**src/rtl/tap2_host_pkg.sv**
```systemverilog
// Shared definitions for the TAP2 host sequencer: state encoding,
// line-reset length, data-register lengths and register-group codes.
package tap2_host_pkg;

  typedef enum logic [3:0] {
    ST_LRST   = 4'd0,
    ST_IDLE   = 4'd1,
    ST_START  = 4'd2,
    ST_RW     = 4'd3,
    ST_RS     = 4'd4,
    ST_TRN1   = 4'd5,
    ST_SYNC   = 4'd6,
    ST_DATA   = 4'd7,
    ST_PARITY = 4'd8,
    ST_TRN2   = 4'd9
  } state_t;

  // Line reset holds TMS high for LRST_COUNT+1 cycles.
  localparam logic [6:0] LRST_COUNT = 7'd80;

  localparam int DR_LEN = 32;
  localparam int IR_LEN = 8;

  localparam logic [1:0] RS_IR0 = 2'b00;
  localparam logic [1:0] RS_DR0 = 2'b01;
  localparam logic [1:0] RS_IR1 = 2'b10;
  localparam logic [1:0] RS_DR1 = 2'b11;

  // True when the register group selects a 32-bit data register.
  function automatic logic is_dr(input logic [1:0] rs);
    logic r;
    case (rs)
      RS_DR0, RS_DR1: r = 1'b1;
      RS_IR0, RS_IR1: r = 1'b0;
      default:        r = 1'b0;
    endcase
    return r;
  endfunction

  // Data-phase down-counter start value (frame length minus one).
  function automatic logic [7:0] data_count_init(input logic [1:0] rs);
    return is_dr(rs) ? 8'(DR_LEN - 1) : 8'(IR_LEN - 1);
  endfunction

endpackage

```
**src/rtl/tap2_host_shift.sv**
```systemverilog
// 32-bit serial shift register: parallel load, LSB-first shift-out,
// MSB-side shift-in, and a running XOR of every bit shifted through.
module tap2_host_shift
  import tap2_host_pkg::*;
(
  input  logic              tclk,
  input  logic              trst,
  input  logic              load,
  input  logic [DR_LEN-1:0] load_data,
  input  logic              shift_out,
  input  logic              shift_in,
  input  logic              din,
  output logic [DR_LEN-1:0] sr,
  output logic              par
);

  logic [DR_LEN-1:0] sr_reg;
  logic [DR_LEN-1:0] sr_next;
  logic              par_reg;
  logic              par_next;

  // Per-bit next value: load wins, then a right shift filling the top
  // with the incoming line bit (reads) or zero (writes).
  for (genvar gi = 0; gi < DR_LEN; gi++) begin : g_bit
    if (gi == DR_LEN - 1) begin : g_top
      assign sr_next[gi] = load      ? load_data[gi] :
                           shift_in  ? din :
                           shift_out ? 1'b0 : sr_reg[gi];
    end else begin : g_low
      assign sr_next[gi] = load                   ? load_data[gi] :
                           (shift_in | shift_out) ? sr_reg[gi+1] : sr_reg[gi];
    end
  end

  // Parity accumulator restarts on load and folds in each shifted bit.
  always_comb begin
    par_next = par_reg;
    if (load)
      par_next = 1'b0;
    else if (shift_out)
      par_next = par_reg ^ sr_reg[0];
    else if (shift_in)
      par_next = par_reg ^ din;
  end

  // Register update.
  always_ff @(posedge tclk) begin
    if (trst) begin
      sr_reg  <= '0;
      par_reg <= 1'b0;
    end else begin
      sr_reg  <= sr_next;
      par_reg <= par_next;
    end
  end

  assign sr  = sr_reg;
  assign par = par_reg;

endmodule

```
**src/rtl/tap2_host_seq.sv**
```systemverilog
// TAP2 host frame sequencer: line reset, request handshake, serial
// frame generation on TMS and response capture for reads.
module tap2_host_seq
  import tap2_host_pkg::*;
(
  input  logic        tclk,
  input  logic        trst,
  input  logic        req_vld,
  output logic        req_rdy,
  input  logic        req_rd,
  input  logic [1:0]  req_rs,
  input  logic [31:0] req_wdata,
  input  logic        line_rst_req,
  output logic        tms_o,
  output logic        tms_oe,
  input  logic        tms_i,
  output logic        rsp_vld,
  output logic [31:0] rsp_rdata,
  output logic        rsp_perr
);

  state_t      state_reg;
  state_t      state_next;
  logic [6:0]  lcnt_reg;
  logic [7:0]  dcnt_reg;
  logic        rs_phase_reg;
  logic        rd_reg;
  logic [1:0]  rs_reg;
  logic        pend_reg;
  logic        par_bit_reg;
  logic        rsp_vld_reg;
  logic [31:0] rsp_rdata_reg;
  logic        rsp_perr_reg;

  logic        accept;
  logic        rdy;
  logic        tms_o_next;
  logic        tms_oe_next;
  logic        sh_load;
  logic        sh_out;
  logic        sh_in;
  logic [31:0] sh_sr;
  logic        sh_par;

  tap2_host_shift u_shift (
    .tclk      (tclk),
    .trst      (trst),
    .load      (sh_load),
    .load_data (req_wdata),
    .shift_out (sh_out),
    .shift_in  (sh_in),
    .din       (tms_i),
    .sr        (sh_sr),
    .par       (sh_par)
  );

  // State register; reset always lands in line reset.
  always_ff @(posedge tclk) begin
    if (trst)
      state_reg <= ST_LRST;
    else
      state_reg <= state_next;
  end

  // Next-state logic and TMS decode from registered state only.
  always_comb begin
    state_next  = state_reg;
    accept      = 1'b0;
    rdy         = 1'b0;
    tms_o_next  = 1'b1;
    tms_oe_next = 1'b1;
    case (state_reg)
      ST_LRST: begin
        if (lcnt_reg == 7'd0)
          state_next = ST_IDLE;
      end
      ST_IDLE: begin
        rdy = ~pend_reg;
        if (line_rst_req)
          state_next = ST_LRST;
        else if (req_vld && rdy) begin
          accept     = 1'b1;
          state_next = ST_START;
        end
      end
      ST_START: begin
        tms_o_next = 1'b0;
        state_next = ST_RW;
      end
      ST_RW: begin
        tms_o_next = rd_reg;
        state_next = ST_RS;
      end
      ST_RS: begin
        tms_o_next = rs_reg[rs_phase_reg];
        if (rs_phase_reg)
          state_next = ST_TRN1;
      end
      ST_TRN1: begin
        tms_oe_next = 1'b0;
        state_next  = rd_reg ? ST_SYNC : ST_DATA;
      end
      ST_SYNC: begin
        tms_oe_next = 1'b0;
        state_next  = ST_DATA;
      end
      ST_DATA: begin
        tms_oe_next = ~rd_reg;
        tms_o_next  = rd_reg ? 1'b1 : sh_sr[0];
        if (dcnt_reg == 8'd0)
          state_next = ST_PARITY;
      end
      ST_PARITY: begin
        tms_oe_next = ~rd_reg;
        tms_o_next  = rd_reg ? 1'b1 : sh_par;
        state_next  = ST_TRN2;
      end
      ST_TRN2: begin
        tms_oe_next = 1'b0;
        state_next  = (pend_reg || line_rst_req) ? ST_LRST : ST_IDLE;
      end
      default: begin
        state_next = ST_LRST;
      end
    endcase
  end

  assign sh_load = accept;
  assign sh_out  = (state_reg == ST_DATA) && !rd_reg;
  assign sh_in   = (state_reg == ST_DATA) && rd_reg;

  // Counters, captured request and pending line-reset flag.
  always_ff @(posedge tclk) begin
    if (trst) begin
      lcnt_reg     <= LRST_COUNT;
      dcnt_reg     <= 8'd0;
      rs_phase_reg <= 1'b0;
      pend_reg     <= 1'b0;
      rd_reg       <= 1'b0;
      rs_reg       <= 2'b00;
      par_bit_reg  <= 1'b0;
    end else begin
      // Counter stays preloaded outside LRST so every entry starts at 80.
      if (state_reg == ST_LRST)
        lcnt_reg <= (lcnt_reg != 7'd0) ? lcnt_reg - 7'd1 : lcnt_reg;
      else
        lcnt_reg <= LRST_COUNT;

      rs_phase_reg <= (state_reg == ST_RS) ? ~rs_phase_reg : 1'b0;

      // Load the data counter in the cycle before DATA on either path.
      if (state_reg == ST_TRN1 || state_reg == ST_SYNC)
        dcnt_reg <= data_count_init(rs_reg);
      else if (state_reg == ST_DATA && dcnt_reg != 8'd0)
        dcnt_reg <= dcnt_reg - 8'd1;

      // A line reset seen mid-frame is held until the frame ends.
      if (state_reg == ST_LRST)
        pend_reg <= 1'b0;
      else if (line_rst_req && state_reg != ST_IDLE)
        pend_reg <= 1'b1;

      if (accept) begin
        rd_reg <= req_rd;
        rs_reg <= req_rs;
      end

      if (state_reg == ST_PARITY)
        par_bit_reg <= tms_i;
    end
  end

  // Response registers: updated once per frame, at the end of TRN2.
  always_ff @(posedge tclk) begin
    if (trst) begin
      rsp_vld_reg   <= 1'b0;
      rsp_rdata_reg <= 32'd0;
      rsp_perr_reg  <= 1'b0;
    end else begin
      rsp_vld_reg <= (state_reg == ST_TRN2);
      if (state_reg == ST_TRN2) begin
        if (!rd_reg)
          rsp_rdata_reg <= 32'd0;
        else if (is_dr(rs_reg))
          rsp_rdata_reg <= sh_sr;
        else
          rsp_rdata_reg <= {24'd0, sh_sr[31:24]};
        rsp_perr_reg <= rd_reg & (par_bit_reg ^ sh_par);
      end
    end
  end

  assign req_rdy   = rdy;
  assign tms_o     = tms_o_next;
  assign tms_oe    = tms_oe_next;
  assign rsp_vld   = rsp_vld_reg;
  assign rsp_rdata = rsp_rdata_reg;
  assign rsp_perr  = rsp_perr_reg;

endmodule

```
**config.mk**
```make
export PLATFORM = sky130hd
export DESIGN_NAME = tap2_host_seq
export DESIGN_NICKNAME = d
export VERILOG_FILES = /design/src/rtl/tap2_host_pkg.sv /design/src/rtl/tap2_host_shift.sv /design/src/rtl/tap2_host_seq.sv
export SDC_FILE = /design/constraint.sdc
export NUM_CORES = 1
export LEC_CHECK = 0
export CORE_MARGIN = 5
export CORE_UTILIZATION = 45
export CTS_BUF_LIST = sky130_fd_sc_hd__clkbuf_8
export CTS_CLUSTER_DIAMETER = 120
export CTS_CLUSTER_SIZE = 8
export DETAILED_ROUTE_END_ITERATION = 16
export GPL_TIMING_DRIVEN = 1
export PLACE_DENSITY = 0.71
export SLEW_MARGIN = 20
export SYNTH_ARGS = -nofsm -noshare
export SYNTH_HDL_FRONTEND = slang
export SYNTH_SLANG_ARGS = --single-unit
```
**constraint.sdc**
```tcl
create_clock -name tclk -period 2.5 [get_ports tclk]
set_input_delay 0.375 -clock tclk [delete_from_list [all_inputs] [get_ports tclk]]
set_output_delay 0.375 -clock tclk [all_outputs]
set_load 0.03 [all_outputs]
```
==> reports/summary.log, run 1 <==
INFO  layout         fillers=779
INFO  cts            worst_skew_pair.late_latency=0.36ns
INFO  floorplan      fp.dieH=103microns
INFO  logic_synthesis post-synth-top-area-cell=sky130_fd_sc_hd__dfxtp_1
INFO  cts            number_of_buffers_created_by_cts=9
INFO  sta            maxSlewViolCount=0
INFO  sta            setup-violations-final=0
INFO  drt            route.detailed.wl_per_inst=16.1microns
INFO  min_path       worst_hold_startpoint=trst
INFO  global_route   grt_pass1_wl=16700microns
INFO  logic_synthesis post_synth_fa_ha_maj_area_fraction=0.956%
INFO  sta            finalClockSkew=0.00963ns
INFO  logic_synthesis post_synth_inst_count=459
INFO  drt            route.final.wire_length=10300microns
INFO  cts            cts_tree=yes
INFO  sta            post-route-period-util=94.8%
INFO  sta            grt_setup_unrepaired=false
INFO  setup_path     setup.worst_path.class=reg2out
INFO  logic_synthesis yosys-mux-area-fraction=3.06%
INFO  setup_path     critPathLaunch=state_reg[2]
INFO  logic_synthesis synth_cell_type_count=50
INFO  logic_synthesis synth_xor_area_share=2.01%
INFO  cts            post_cts_setup_buffer_count=0
INFO  layout         area_taken_by_multi_input_logic_gates=1920squm
INFO  logic_synthesis combinational_family_with_the_most_area_after_synthesis=compound AO/OA/AOI/OAI gates
INFO  logic_synthesis compound_gate_fraction_of_synth_area=23.1%
INFO  setup_path     critical_path.endpoint_type=output port
INFO  setup_path     worst-endpoint-arrival=2.00ns
INFO  drt            drcViolationCount=0
INFO  logic_synthesis netlist_area_pre_place=3930squm
INFO  logic_synthesis postSynthNetCount=502
INFO  global_route   via_count_of_the_first_global_routing_pass=3427
INFO  placed_design  post-dp-hpwl=6850microns
INFO  min_path       hp-class=in2reg
INFO  floorplan      top_level_ports=77
INFO  cts            clkTransAtPathRegs=0.09ns
INFO  global_route   grt-ovfl-total=0
INFO  cts            cts_buffer_depth=2
INFO  logic_synthesis synth_simple_gate_area_share=19.6%
INFO  sta            worst_slack=0.129ns
INFO  placed_design  gp_congestion=0.923
INFO  placed_design  placement.setup.worst_slack=0.308ns
INFO  layout         layout.cell_area.non_filler=5050squm
INFO  sta            finalWorstPathRequiredPeriod=2.37ns
INFO  job            cap_violations=0
INFO  setup_path     cp_data_required_time=2.12ns
INFO  logic_synthesis ys_top_cells_by_area=sky130_fd_sc_hd__dfxtp_1 (47%), sky130_fd_sc_hd__a22oi_1 (10%), sky130_fd_sc_hd__a21oi_1 (6.9%)
INFO  sta            slew-limit-headroom=58.8%
INFO  logic_synthesis syn_avg_cell_area=8.55squm
INFO  floorplan      core_area=8590squm
INFO  global_route   grt_start_max_net_pins=39
INFO  sta            timing.setup.tns=0ns
INFO  drt            post_route_ant_nets=0
INFO  run_status     status=completed
INFO  logic_synthesis synth_edf_count=0
INFO  pwr            leak_pwr=1.75nW
INFO  floorplan      die_width=103microns
INFO  logic_synthesis yosys_most_used_dff=sky130_fd_sc_hd__dfxtp_1
INFO  pwr            power.density=603nW/um^2
INFO  floorplan      num_rows=34
INFO  placed_design  post_dp_cell_area=4830squm
INFO  sta            worst-slew-pin-transition=0.614ns
INFO  sta            holdWs=0.330ns
INFO  drt            drt_first_pass_iters=5
INFO  placed_design  placement.io_buffers=76
INFO  drt            vias_per_cell=5.68
INFO  floorplan      die_area=10700squm
INFO  drt            routed-via-count=3628
INFO  setup_path     r2r_start=dcnt_reg[0]
INFO  logic_synthesis number_of_synthesized_register_bits=92
INFO  cts            clock_tree.root_cell=sky130_fd_sc_hd__clkbuf_8
INFO  global_route   track_usage=19.8%
INFO  layout         area.sequential=1840squm
INFO  cts            htreeDepth=3
INFO  logic_synthesis synthMostInstantiatedCell=sky130_fd_sc_hd__dfxtp_1
INFO  layout         area_growth_syn_to_fin=28.6%
INFO  pwr            ir_drop=0.377mV
INFO  logic_synthesis netlist_top_cells_count=sky130_fd_sc_hd__dfxtp_1 (92), sky130_fd_sc_hd__nand2_1 (64), sky130_fd_sc_hd__a21oi_1 (54), sky130_fd_sc_hd__a22oi_1 (54), sky130_fd_sc_hd__nor2_1 (41)
INFO  layout         number_of_antenna_cells_inserted=0
INFO  logic_synthesis synth_warnings=0
INFO  setup_path     worst_setup_path_start_kind=register
INFO  floorplan      floorplan.initialDensity=45.7%
INFO  logic_synthesis synth.yosys.seq_area_share=46.9%
INFO  layout         nNetsFinal=570
INFO  setup_path     path_max_fanout=5
INFO  sta            hold_viol=0
INFO  sta            fmax=422MHz
INFO  drt            dr.first_iter.drc_count=247
INFO  logic_synthesis fraction_of_synthesized_cell_area_taken_by_the_top_area_cell_type=46.9%
INFO  global_route   antenna_found_initial=0
INFO  layout         layout_cell_share_with_drive_strength_beyond_1=9.60%
INFO  cts            cts_num_sinks=92
INFO  logic_synthesis fraction_of_registers_with_async_set_reset=0%
metrics by stage:
step	instances	power [mW]	util, %
floorplan	459	1.84	-
CTS	639	3.06	58.7
detailed placement	624	1.98	56.2
finish	639	3.05	58.8
global placement	624	1.96	56.2
global route	639	3.19	58.8
where the power goes:
group / total (mW) / switching, mW / internal [mW]
registers: 1.58 / 0.0535 / 1.52
clock network: 1.10 / 0.517 / 0.582
logic: 0.369 / 0.182 / 0.187
total: 3.05 / 0.753 / 2.29
per-layer routing:
layer | up-vias | routed length (microns) | global-route usage, %
met1 | 1730 | 4690 | 27.1
met3 | 12 | 630 | 5.23
met2 | 106 | 4840 | 30.6
met5 | - | 0 | 0
li1 | 1780 | - | -
met4 | 0 | 122 | 6.47
critical path, stage by stage, from the launching register on:
cell and delay, ns:
sky130_fd_sc_hd__dfxtp_1 0.36, sky130_fd_sc_hd__or3_1 0.39, sky130_fd_sc_hd__nor3b_1 0.20, sky130_fd_sc_hd__clkdlybuf4s50_1 0.69
layout make-up:
| cell class | count | area share [%] |
|---|---|---|
| Timing Repair Buffer | 94 | 18.1 |
| Multi-Input combinational cell | 324 | 38.1 |
| Clock inverter | 5 | 1.54 |
| Inverter | 6 | 0.446 |
| Tap cell | 108 | 2.68 |
| Clock buffer | 10 | 2.73 |
| Sequential cell | 92 | 36.5 |
cell usage in the layout, fill, tap and decap left out, drive strengths merged, types with 3 or more instances in the layout:
| master | synthesis | routed |
|---|---|---|
| mux2i | 3 | 3 |
| a21oi | 54 | 54 |
| nand2 | 64 | 64 |
| nor2 | 41 | 41 |
| mux2 | 8 | 8 |
| a31oi | 3 | 3 |
| xor2 | 4 | 4 |
| or3 | 5 | 5 |
| inv | 6 | 7 |
| buf | 9 | 20 |
| nor2b | 4 | 4 |
| or3b | 3 | 3 |
| xnor2 | 5 | 5 |
| or4b | 3 | 3 |
| clkbuf | 28 | 10 |
| nand2b | 4 | 4 |
| and3 | 3 | 3 |
| nor3 | 7 | 7 |
| a22oi | 54 | 54 |
| dfxtp | 92 | 92 |
| a311oi | 3 | 3 |
| clkdlybuf4s50 | 0 | 73 |
| a21o | 3 | 3 |
| nand3b | 4 | 4 |
| o21ai | 5 | 5 |
| nand3 | 14 | 14 |
| ha | 3 | 3 |
cells by family after synthesis:
group | count (synthesis)
buffers and inverters | 43
muxes | 11
DFF | 92
AOI/OAI and AO/OA | 139
xor gates and xnor gates | 9
and+or+nand+nor | 162
adders and majority gates | 3
final timing paths:
| check | end | slack (ns) | cells past startpoint |
|---|---|---|---|
| setup / recovery | req_rdy | 0.13 | 3 |
| hold / removal | pend_reg | 0.33 | 2 |
| setup reg to reg | state_reg[0] | 0.27 | 6 |
| hold reg to reg | rsp_perr | 0.46 | 2 |
timing repair:
action                     CTS  global route
resized for setup            1             1
setup endpoints to repair    1             1
hold buffers                 0             0
No activity file was read; power rests on OpenSTA's default activity.
==> run 2, diff against run 1 <==
--- a/config.mk
+++ b/config.mk
@@ -5,13 +5,14 @@
 export SDC_FILE = /design/constraint.sdc
 export NUM_CORES = 1
 export LEC_CHECK = 0
-export CORE_MARGIN = 5
+export CORE_MARGIN = 4
 export CORE_UTILIZATION = 45
 export CTS_BUF_LIST = sky130_fd_sc_hd__clkbuf_8
 export CTS_CLUSTER_DIAMETER = 120
 export CTS_CLUSTER_SIZE = 8
 export DETAILED_ROUTE_END_ITERATION = 16
 export GPL_TIMING_DRIVEN = 1
+export HOLD_SLACK_MARGIN = 0.08
 export PLACE_DENSITY = 0.71
 export SLEW_MARGIN = 20
 export SYNTH_ARGS = -nofsm -noshare
==> run 2 against run 1 <==
Die area is 3.8% lower; worst hold slack gained 0.046 ns; global-route usage increased by 0.64 points; register-to-register slack improved by 0.04 ns.
==> reports/summary.log, run 2 (synthesized netlist as in run 1, its figures left out) <==
INFO  drt            drcViolationCount=0 [unchanged]
INFO  setup_path     r2r_cells=6 [unchanged]
INFO  run_status     status=completed [unchanged]
INFO  sta            post-route-period-util=91.1% [was 94.8%]
INFO  cts            worst_skew_pair.late_latency=0.35ns [was 0.36 ns]
INFO  sta            grt_setup_unrepaired=false [unchanged]
INFO  sta            hold_viol=0 [unchanged]
INFO  layout         area.sequential=1850squm [was 1840 sq um]
INFO  sta            worst_slack=0.222ns [was 0.129 ns]
INFO  layout         layout_cell_share_with_drive_strength_beyond_1=10.0% [was 9.60%]
INFO  cts            htreeDepth=3 [unchanged]
INFO  setup_path     cp_data_required_time=2.12ns [about the same]
INFO  pwr            leak_pwr=1.73nW [was 1.75 nW]
INFO  pwr            power.density=590nW/um^2 [was 603 nW/um^2]
INFO  layout         most-common-layout-cells=sky130_fd_sc_hd__dfxtp_1 (89), sky130_fd_sc_hd__clkdlybuf4s50_1 (72), sky130_fd_sc_hd__nand2_1 (64) [was sky130_fd_sc_hd__dfxtp_1 (92), sky130_fd_sc_hd__clkdlybuf4s50_1 (73), sky130_fd_sc_hd__nand2_1 (64)]
INFO  global_route   grt-ovfl-total=0 [unchanged]
INFO  setup_path     r2r_start=dcnt_reg[1] [was dcnt_reg[0]]
INFO  floorplan      top_level_ports=77 [unchanged]
INFO  pwr            ir_drop=0.281mV [was 0.377 mV]
INFO  floorplan      floorplan.initialDensity=47.1% [was 45.7%]
INFO  setup_path     timing.critical_path.mode_cell=sky130_fd_sc_hd__buf_4
INFO  global_route   grt_start_max_net_pins=48 [was 39]
INFO  floorplan      core_area=8340squm [was 8590 sq um]
INFO  cts            clkTransAtPathRegs=0.09ns [about the same]
INFO  cts            cts_hold_buf=0 [unchanged]
INFO  global_route   via_count_of_the_first_global_routing_pass=3517 [was 3427]
INFO  setup_path     setup.worst_path.class=reg2out [unchanged]
INFO  placed_design  post-dp-hpwl=7050microns [was 6850 microns]
INFO  cts            cts_buffer_depth=2 [unchanged]
INFO  setup_path     worst_setup_path_start_kind=register [unchanged]
INFO  floorplan      fp.dieH=101microns [was 103 microns]
INFO  sta            finalClockSkew=0.00840ns [was 0.00963 ns]
INFO  sta            setup-violations-final=0 [unchanged]
INFO  global_route   track_usage=20.5% [was 19.8%]
INFO  sta            slew-limit-headroom=60.3% [was 58.8%]
INFO  setup_path     crit_slowest_cell=sky130_fd_sc_hd__nor2_1 [was sky130_fd_sc_hd__clkdlybuf4s50_1]
INFO  sta            finalWorstPathRequiredPeriod=2.28ns [was 2.37 ns]
INFO  layout         nNetsFinal=568 [was 570]
INFO  sta            worst-slew-pin-transition=0.591ns [was 0.614 ns]
INFO  setup_path     critPathLaunch=state_reg[1] [was state_reg[2]]
INFO  min_path       worst_hold_startpoint=trst [unchanged]
INFO  setup_path     worst-endpoint-arrival=1.90ns [was 2.00 ns]
INFO  drt            route.final.wire_length=10300microns [about the same]
INFO  min_path       hp-class=in2reg [unchanged]
INFO  layout         fillers=713 [was 779]
INFO  cts            cts_tree=yes [unchanged]
INFO  layout         final_common_cell=sky130_fd_sc_hd__dfxtp_1 [unchanged]
INFO  placed_design  gp_congestion=0.833 [was 0.923]
INFO  setup_path     timing.critical_path.cells=buf_4 -> nor2_1 -> nand2_1 -> a21oi_1 -> o221ai_1 -> buf_4 [was or3_1 -> nor3b_1 -> clkdlybuf4s50_1]
INFO  cts            number_of_buffers_created_by_cts=9 [unchanged]
INFO  cts            post_cts_setup_buffer_count=0 [unchanged]
INFO  placed_design  placement.setup.worst_slack=0.262ns [was 0.308 ns]
INFO  floorplan      die_area=10300squm [was 10700 sq um]
INFO  layout         area_growth_syn_to_fin=27.4% [was 28.6%]
INFO  global_route   grt_pass1_wl=16900microns [was 16700 microns]
INFO  placed_design  placement.io_buffers=76 [unchanged]
INFO  sta            maxSlewViolCount=0 [unchanged]
INFO  drt            post_route_ant_nets=0 [unchanged]
INFO  layout         number_of_antenna_cells_inserted=0 [unchanged]
INFO  setup_path     critical_path.endpoint_type=output port [unchanged]
INFO  setup_path     crit-reg2reg-capture=state_reg[3] [was state_reg[0]]
INFO  floorplan      die_width=101microns [was 103 microns]
INFO  drt            route.detailed.wl_per_inst=16.2microns [was 16.1 microns]
INFO  cts            clock_tree.root_cell=sky130_fd_sc_hd__clkbuf_8 [unchanged]
INFO  sta            timing.setup.tns=0ns [unchanged]
INFO  drt            routed-via-count=3657 [was 3628]
INFO  setup_path     critical_path.endpoint=tms_o [was req_rdy]
INFO  cts            cts_num_sinks=92 [unchanged]
INFO  drt            dr.first_iter.drc_count=268 [was 247]
INFO  drt            drt_first_pass_iters=5 [unchanged]
INFO  drt            vias_per_cell=5.77 [was 5.68]
INFO  layout         area_taken_by_multi_input_logic_gates=1920squm [unchanged]
INFO  setup_path     slack_of_the_worst_reg_to_reg_path=0.31ns [was 0.27 ns]
INFO  floorplan      num_rows=33 [was 34]
INFO  global_route   antenna_found_initial=0 [unchanged]
INFO  setup_path     path_max_fanout=16 [was 5]
INFO  job            cap_violations=0 [unchanged]
INFO  sta            fmax=439MHz [was 422 MHz]
INFO  setup_path     crit_path_max_incr_delay=0.41ns [was 0.69 ns]
==> run 2: changes by cell type in the layout (fill, tap and decap cells not counted), moves of 2 or more <==
cell	previous run	this run
sky130_fd_sc_hd__clkinvlp_4	0	3
sky130_fd_sc_hd__dfxtp_1	92	89
sky130_fd_sc_hd__buf_12	2	0
sky130_fd_sc_hd__dfxtp_2	0	2
sky130_fd_sc_hd__dlymetal6s2s_1	0	2
==> run 2: layout make-up <==
class                           instances  area share [%]
Multi-Input combinational cell        324            38.4
Timing Repair Buffer                   92            17.6
Clock inverter                          5            1.23
Clock buffer                           10            2.75
Inverter                                6           0.450
Tap cell                              105            2.63
Sequential cell                        92            37.0
==> run 2: worst min path at each step <==
stage                    end  slack (ns)  cells past startpoint
4_1_cts        rsp_rdata[11]        0.37                      2
2_1_floorplan      rs_reg[1]        0.44                      2
3_3_place_gp    rsp_rdata[7]        0.44                      2
6_report       rsp_rdata[11]        0.38                      2
5_1_grt        rsp_rdata[14]        0.38                      2
3_5_place_dp    rsp_rdata[4]        0.44                      2
==> run 2: report_power, final <==
part / leakage (nW) / switching (mW) / total, mW / internal, mW
clock network: 0.0910 / 0.527 / 1.02 / 0.488
registers: 0.744 / 0.0628 / 1.59 / 1.52
logic: 0.895 / 0.169 / 0.349 / 0.180
==> run 2: through the flow <==
step                      area, sq um  total power, mW  util [%]  instances  hold slack [ns]
final                            5000             2.95      60.0        634            0.376
after global routing             5000             3.10      60.0        634            0.382
after CTS                        4990             2.98      59.9        634            0.366
after detailed placement         4790             1.97      57.4        619            0.444
after global placement           4790             1.96      57.4        619            0.440
after floorplan                  3930             1.84         -        459            0.436
==> run 2: metal layers <==
| metal | up-vias | GRT usage, % | share of wire, % |
|---|---|---|---|
| met5 | - | 0 | 0 |
| met4 | 0 | 7.06 | 1.8 |
| met3 | 18 | 6.20 | 7.3 |
| met2 | 115 | 32.9 | 48 |
| met1 | 1740 | 26.2 | 43 |
| li1 | 1784 | - | - |
==> run 2: repair_timing <==
item                       4_1_cts  5_1_grt
resized for setup                3        4
setup endpoints to repair        2        3
pin swaps                        0        0
==> run 2: worst max-delay path: cells and delay by family, from the launching register on <==
kind / cells / cell delay [ns]
and+or+nand+nor: 2 / 0.54
buffers and inverters: 2 / 0.38
DFF: 1 / 0.32
AOI/OAI and AO/OA: 2 / 0.31
